--- src/rtl/mcu_row_reader.sv ---
// Streams one completed 8-line MCU row out of a ping-pong EBR bank in MCU order, 8x8 raster within each MCU.
// Optional feature: define MCU_READER_OVERRUN_EN to flag frontbuffer_select changes that arrive mid-readout.
module mcu_row_reader #(
  parameter int width_pix = 320,
  parameter int num_ebr   = 5,
  parameter int ebr_size  = 512
) (
  input  logic                        clock,
  input  logic                        nreset,
  input  logic                        frontbuffer_select,
  output logic                        rd_bank,
  output logic [$clog2(num_ebr)-1:0]  rd_block_select,
  output logic [$clog2(ebr_size)-1:0] rd_addr,
  output logic                        rd_en,
  input  logic [7:0]                  rd_data,
  output logic [7:0]                  out_pixval,
  output logic                        out_valid,
  input  logic                        out_ready,
  output logic                        out_first,
  output logic                        out_row_done,
  output logic                        overrun
);

  localparam int blk_w     = $clog2(num_ebr);
  localparam int addr_w    = $clog2(ebr_size);
  localparam int total_pix = 8 * width_pix;
  localparam int cnt_w     = $clog2(total_pix + 1);
  localparam logic [cnt_w-1:0] last_idx = cnt_w'(total_pix - 1);
  localparam logic [blk_w-1:0] last_blk = blk_w'(num_ebr - 1);

  typedef enum logic [1:0] {IDLE, PRIME, STREAM, DRAIN} state_t;

  state_t           state;
  logic             fb_q;
  logic             fb_prev;
  logic             rd_pend;
  logic [7:0]       skid [4];
  logic [1:0]       wr_ptr;
  logic [1:0]       rd_ptr;
  logic [2:0]       skid_cnt;
  logic [cnt_w-1:0] issued;
  logic [cnt_w-1:0] sent;
  logic             change;
  logic             pop;
  logic             can_issue;

  assign change = fb_q != fb_prev;
  assign pop    = out_valid && out_ready;
  // Reserve a slot for every read still in flight, so a stalled consumer can never overflow the skid buffer.
  assign can_issue  = (skid_cnt + {2'b00, rd_pend} + {2'b00, rd_en}) < 3'd4;
  assign out_valid  = skid_cnt != 3'd0;
  assign out_pixval = skid[rd_ptr];
  assign out_first  = out_valid && (sent[5:0] == 6'd0);

  always_ff @(posedge clock) begin
    if (nreset) begin
      for (int i = 0; i < 4; i++) skid[i] <= '0;
      wr_ptr   <= '0;
      rd_ptr   <= '0;
      skid_cnt <= '0;
      rd_pend  <= 1'b0;
    end else begin
      rd_pend <= rd_en;
      if (rd_pend) begin
        skid[wr_ptr] <= rd_data;
        wr_ptr       <= wr_ptr + 2'd1;
      end
      if (pop) rd_ptr <= rd_ptr + 2'd1;
      case ({rd_pend, pop})
        2'b10:   skid_cnt <= skid_cnt + 3'd1;
        2'b01:   skid_cnt <= skid_cnt - 3'd1;
        default: skid_cnt <= skid_cnt;
      endcase
    end
  end

  always_ff @(posedge clock) begin
    if (nreset) begin
      state           <= IDLE;
      fb_q            <= frontbuffer_select;
      fb_prev         <= frontbuffer_select;
      rd_bank         <= 1'b0;
      rd_block_select <= '0;
      rd_addr         <= '0;
      rd_en           <= 1'b0;
      issued          <= '0;
      sent            <= '0;
      out_row_done    <= 1'b0;
      overrun         <= 1'b0;
    end else begin
      fb_q         <= frontbuffer_select;
      fb_prev      <= fb_q;
      out_row_done <= 1'b0;
      rd_en        <= 1'b0;
      if (pop) sent <= sent + cnt_w'(1);
      case (state)
        IDLE: begin
          if (change) begin
            state           <= PRIME;
            rd_bank         <= ~fb_q;
            rd_block_select <= '0;
            rd_addr         <= '0;
            rd_en           <= 1'b1;
            issued          <= cnt_w'(1);
            sent            <= '0;
          end
        end
        PRIME, STREAM: begin
          state <= STREAM;
          if (can_issue) begin
            rd_en  <= 1'b1;
            issued <= issued + cnt_w'(1);
            // Low six address bits are {py, px}; the upper field only advances once every EBR has been visited.
            if (rd_addr[5:0] == 6'd63) begin
              if (rd_block_select == last_blk) begin
                rd_block_select <= '0;
                rd_addr         <= rd_addr + addr_w'(1);
              end else begin
                rd_block_select <= rd_block_select + blk_w'(1);
                rd_addr         <= {rd_addr[addr_w-1:6], 6'd0};
              end
            end else begin
              rd_addr <= rd_addr + addr_w'(1);
            end
            if (issued == last_idx) state <= DRAIN;
          end
        end
        DRAIN: begin
          if (pop && sent == last_idx) begin
            state        <= IDLE;
            out_row_done <= 1'b1;
          end
        end
        default: state <= IDLE;
      endcase
`ifdef MCU_READER_OVERRUN_EN
      if (change && state != IDLE) overrun <= 1'b1;
`else
      overrun <= 1'b0;
`endif
    end
  end

endmodule
--- config.mk ---
export PLATFORM = sky130hd
export DESIGN_NAME = mcu_row_reader
export DESIGN_NICKNAME = d
export VERILOG_FILES = /design/src/rtl/mcu_row_reader.sv
export SDC_FILE = /design/constraint.sdc
export NUM_CORES = 1
export LEC_CHECK = 0
export CORE_ASPECT_RATIO = 1.5
export CORE_UTILIZATION = 60
export DETAILED_ROUTE_END_ITERATION = 6
export DONT_BUFFER_PORTS = 1
export PLACE_DENSITY = 0.76
export SLEW_MARGIN = 20
export SYNTH_ARGS = -nofsm -noshare
export SYNTH_HDL_FRONTEND = slang
export SYNTH_SLANG_ARGS = --single-unit
export TNS_END_PERCENT = 5
--- constraint.sdc ---
create_clock -name clock -period 3.5 [get_ports clock]
set_input_delay 0.875 -clock clock [delete_from_list [all_inputs] [get_ports clock]]
set_output_delay 0.875 -clock clock [all_outputs]
set_load 0.02 [all_outputs]
* Word-level counts from Yosys, hierarchy flattened
Memory sizes are Yosys's and may differ from the RTL's. A register that Yosys moved wholly into a read port is not among the register bits.
Index checks and enable logic that the tools add are counted.
** Storage, ports and cells
- Register bits :: 51
- RAM bits :: 32
- Input port bits :: 12
- Memories kept :: 1
** Operators by class
- Add/subtract/negate cells :: 10
- Order comparisons :: 1
- Eq/ne operators :: 15
- Multiplexer cells :: 37
- Bitwise logic cells :: 2
- Reduce and logical (&&, ||, !) cells :: 16
** Memory list
- skid :: depth 4, width 8, read ports 1, clocked after memory_dff 1, wr ports 4, line 37 : logic [7:0] skid [4];
** Operators with widths (number)
- $mux 12 :: 5
- $mux 9 :: 4
- $add 12x1->12 const B :: 2
- $eq 12x12->1 const B :: 2
- $pmux 12 s2 :: 1
- $pmux 9 s2 :: 1
- $mux 1 :: 12
- $mux 3 :: 4
- $pmux 3 s2 :: 2
- $mux 2 :: 5
- $add 9x1->9 const B :: 1
- $mux 8 :: 1
- $ne 2x2->1 const B :: 4
- $reduce_and 4->1 :: 2
- $reduce_or 8->1 :: 1
- $add 3x1->3 :: 2
- $add 3x1->3 const B :: 2
- $eq 2x2->1 const B :: 3
- $eq 6x6->1 const B :: 1
- $logic_not 6->1 :: 1
- $pmux 2 s3 :: 1
- $add 2x1->2 const B :: 2
- $eq 2x1->1 const B :: 2
- $reduce_and 2->1 :: 2
- 13 further kinds :: 18

* Logic depth before layout (Yosys ltp)
- Word-level depth :: 5
- Mapped depth :: 9

* Worst setup path before layout
OpenSTA, ideal clock, no wires.
- Path type :: input-to-reg
- Start :: in out_ready
- End :: reg skid_cnt[2]
- Setup time :: 0.070 ns
- Data arrival time :: 2.268 ns
- Path slack :: 1.162 ns
- Cell stages on the path :: 8
- Buffers on the path :: 0
- Cell sequence :: o31ai_2 > inv_1 > ha_1 > inv_1 > fa_1 > xor2_1 > or3_1 > a21oi_1
** On the way
- Word-level cells in the longest chain between the ends :: 3
- Elaborated cells on any way between the ends :: 5
** RTL lines
- from (decl) :: line 18 : input logic out_ready,
- $logic_and 1x1->1 * :: line 48 : assign pop = out_valid && out_ready;
- named net pop :: line 44 : logic pop;
- $eq 2x1->1 / $eq 2x2->1 (equally long branches) :: line 69 : case ({rd_pend, pop})
- $pmux 3 s2 / $reduce_bool 2->1 (equally long branches)
- to (signal assigned) :: line 70 : 2'b10: skid_cnt <= skid_cnt + 3'd1;
- to (signal assigned) :: line 71 : 2'b01: skid_cnt <= skid_cnt - 3'd1;
- to (signal assigned) :: line 72 : default: skid_cnt <= skid_cnt;
- to (decl) :: line 40 : logic [2:0] skid_cnt;
Mark *: on every way through the listed nets, which the timed path passes. The rest lies on a longest branch.
A chain may end at the register's enable or synchronous reset.

==> summary.md <==
| Metric | Value |
|---|---|
| Pwr dens | between 600 and 700 nW/um^2 |
| IO Count | 38 |
| Vias per cell | 6.00 |
| Setup Crit Path Kind | register to output port |
| Synthesis-stage register bit count | 85 |
| Kind of cell adding the most delay to the critical path | flip-flops |
| XOR/XNOR Fraction of Synth Area | 3.94% |
| Sequential share of the synthesized area | 50.5% |
| DRC | 0 |
| Worst EP arrival | 1.69 ns |
| Final TNS setup | 0 ns |
| Final GP Congestion | 0.817 |
| Final #Nets | 437 |
| Peak Freq | 390 MHz |
| Max Cap Viol | 0 |
| First-pass GRT wire length | 13,100 microns |
| Area growth, synth to finish | 6.63% |
| Crit path buffers/inverters | 0 |
| Max IR drop VDD | 0.000316 V |
| Max FO, Critical Path | 8 |
| Placed Cells | 478 |
| CP max stage delay | 0.66 ns |
| Status | complete, no violations |
| Leakage | ~1.6 nW |
| Adder-cell share of the synthesized area | under 10% |
| Die height | 102 microns |
| Tcrit/Tclk final | 73.2% |
| Synth top area share | 26.5% |
| Initial Util | 61.7% |
| CTS hold repair buffers | 0 |
| Core area | 6490 sq um |
| DR pass1 iterations | 4 |
| Area leader, netlist | dfxtp_1 |
| Final hold violation count | 0 |
| Crit path capture type | output port |
| EDFF count, synth | 32 |
| Clock Tree Buf Depth | 2 |
| Die ar. | about 7000 sq um |
| CTS tree | built |
| DRT iter0 DRCs | 198 |
| Slowest library cell on the worst path | dfxtp_1 |
| Hold Path Class | register to register |
| Total Routing Usage GR | around a quarter |
| Initial antenna violation count | 0 |
| Main synth FF type | dfxtp_1 |
| Routed WL | 8070 microns |
| Die W | 68.7 microns |
| Final Non-Filler Cells | 494 |
| Gate Count Post-Synth | 413 |
| GR Overflow Total | 0 |
| Worst-Margin Slew | 0.811 ns |
| Clock sink total | 85 |
| Wire length per cell | 16.3 microns |
| Library cells used by synthesis | 48 |
| H-tree Lvls | 3 |
| Fin Clk Skew | 0.00922 ns |
| Synth warn | 0 |
| Post-CTS setup buffers | 0 |
| Detailed Place HPWL | ~5800 microns |
| Diode count | 0 |
| Post-synth top cells | dfxtp_1, nor2_1, nand2_1 |
| RSZ-0062 raised after global routing | no |
| Largest family of logic cells by synthesized area | simple AND/OR/NAND/NOR gates |
| Via count | 2,966 |
| Share of cells above drive strength 1 | 7.66% |
| Largest net degree at the start of global routing | 29 |
| Multiplexer share of the synthesized area | 4.78% |
| Pre-CTS setup slack | 1.01 ns |
| Synthesized-area fraction occupied by and/or/nand/nor cells | 19.3% |
| Final min period | 2.56 ns |
| CTS resizes | 0 |
| Final Max Tran Viols | 0 |
| Post-route setup slack | 0.937 ns |
| Net Count, Synth | 437 |
| Worst rel slew slack | a little under half |
| Clk slew on worst S/H paths | 0.08 ns |
| Ranking of synthesized cells by area | dfxtp_1, edfxtp_1, mux4_2, nor2_1, nand2_1 |
| Clk root buf | clkbuf_8 |
| Final setup fails | 0 |
| Number of global-route vias before repair | 2,931 |
| Compound-gate portion of the synthesized area | 13.4% |
| Critical-path cell list | mux4_2 |
| CP Launch Type | register |
| Row cnt | 36 |
| Mapped Avg Cell Area | 9.69 sq um |
| Count leader, synth | dfxtp_1 |
| Async SR Flop Fraction | 0% |
| ANT nets after route | 0 |
| CP required | 2.62 ns |
| Total CTS buffers | 9 |
| Port bufs | 0 |
| Worst-Skew Late Latency | 0.36 ns |
| Cell area after synthesis | approximately 4000 sq um |
-- cell families (layout without fill, tap and decap cells) --
| family | count (synthesis) | in the layout |
|---|---|---|
| simple gates | 161 | 161 |
| fa+ha+maj | 12 | 12 |
| compound gates | 85 | 85 |
| other cells | 1 | 1 |
| flops | 85 | 85 |
| buf+inv | 42 | 47 |
| xor+xnor | 18 | 18 |
| mux | 9 | 9 |
-- sequential cells by signal (all words and copies together), names as in the netlist, named ones only --
register	flops
rd_pend	1
skid_cnt	3
rd_addr	9
rd_block_select	3
sent	12
wr_ptr	2
fb_prev	1
rd_bank	1
state	2
issued	12
rd_en	1
rd_ptr	2
fb_q	1
out_row_done	1
skid	32
-- routing by layer --
layer,vias to the layer above,GRT usage [%],wire length [microns]
li1,1468,-,-
met1,1437,27.7,3200
met2,48,46.2,4470
met3,13,5.47,262
met4,0,11.1,140
met5,-,0,0
-- path summary, 6_finish.rpt --
kind | start | endpoint | slack [ns] | depth (start not counted)
hold reg to reg | issued[8]$_SDFFE_PP0P_ | issued[8]$_SDFFE_PP0P_ | 0.48 | 1
hold / removal | issued[8]$_SDFFE_PP0P_ | issued[8]$_SDFFE_PP0P_ | 0.48 | 1
setup / recovery | register | out_pixval[5] | 0.94 | 1
setup reg to reg | state[0]$_SDFFE_PP0P_ | issued[6]$_SDFFE_PP0P_ | 1.07 | 6
-- stage by stage --
| step | utilization, % | area, sq um | hold WS, ns | power, mW |
|---|---|---|---|---|
| 2_1_floorplan | - | 4000 | 0.427 | 1.83 |
| 3_3_place_gp | 62.6 | 4060 | 0.450 | 1.96 |
| 3_5_place_dp | 62.6 | 4060 | 0.461 | 1.99 |
| 4_1_cts | 65.8 | 4270 | 0.474 | 2.71 |
| 5_1_grt | 65.8 | 4270 | 0.499 | 2.85 |
| 6_report | 65.8 | 4270 | 0.476 | 2.70 |
-- cells in the final DEF, fill, tap and decap left out, types with 8 or more instances in the layout --
master    netlist  routed
a21oi_1        23      23
inv_1          28      28
ha_1           11      11
and2_1         10      10
nand3_1        21      21
nand4_1        10      10
clkbuf_8        0       9
dfxtp_1        53      53
mux4_2          8       8
xor2_1         12      12
nor2_1         45      45
edfxtp_1       32      32
o21ai_0        31      31
nand2_1        42      42
-- power breakdown --
part           internal, mW  switching, mW
Clock                 0.395          0.336
Combinational         0.250          0.490
Sequential             1.12          0.109
Total                  1.76          0.936
-- final cells by class --
cell class	count	area [sq um]
fillers	541	2220
flip-flops and latches	85	2020
multi-input cells	286	1820
clock buffers	10	128
inverters	28	105
well taps	76	95.1
clock inverters	6	77.6
repair buffers	3	22.5
(Power assumes the default switching activity.)
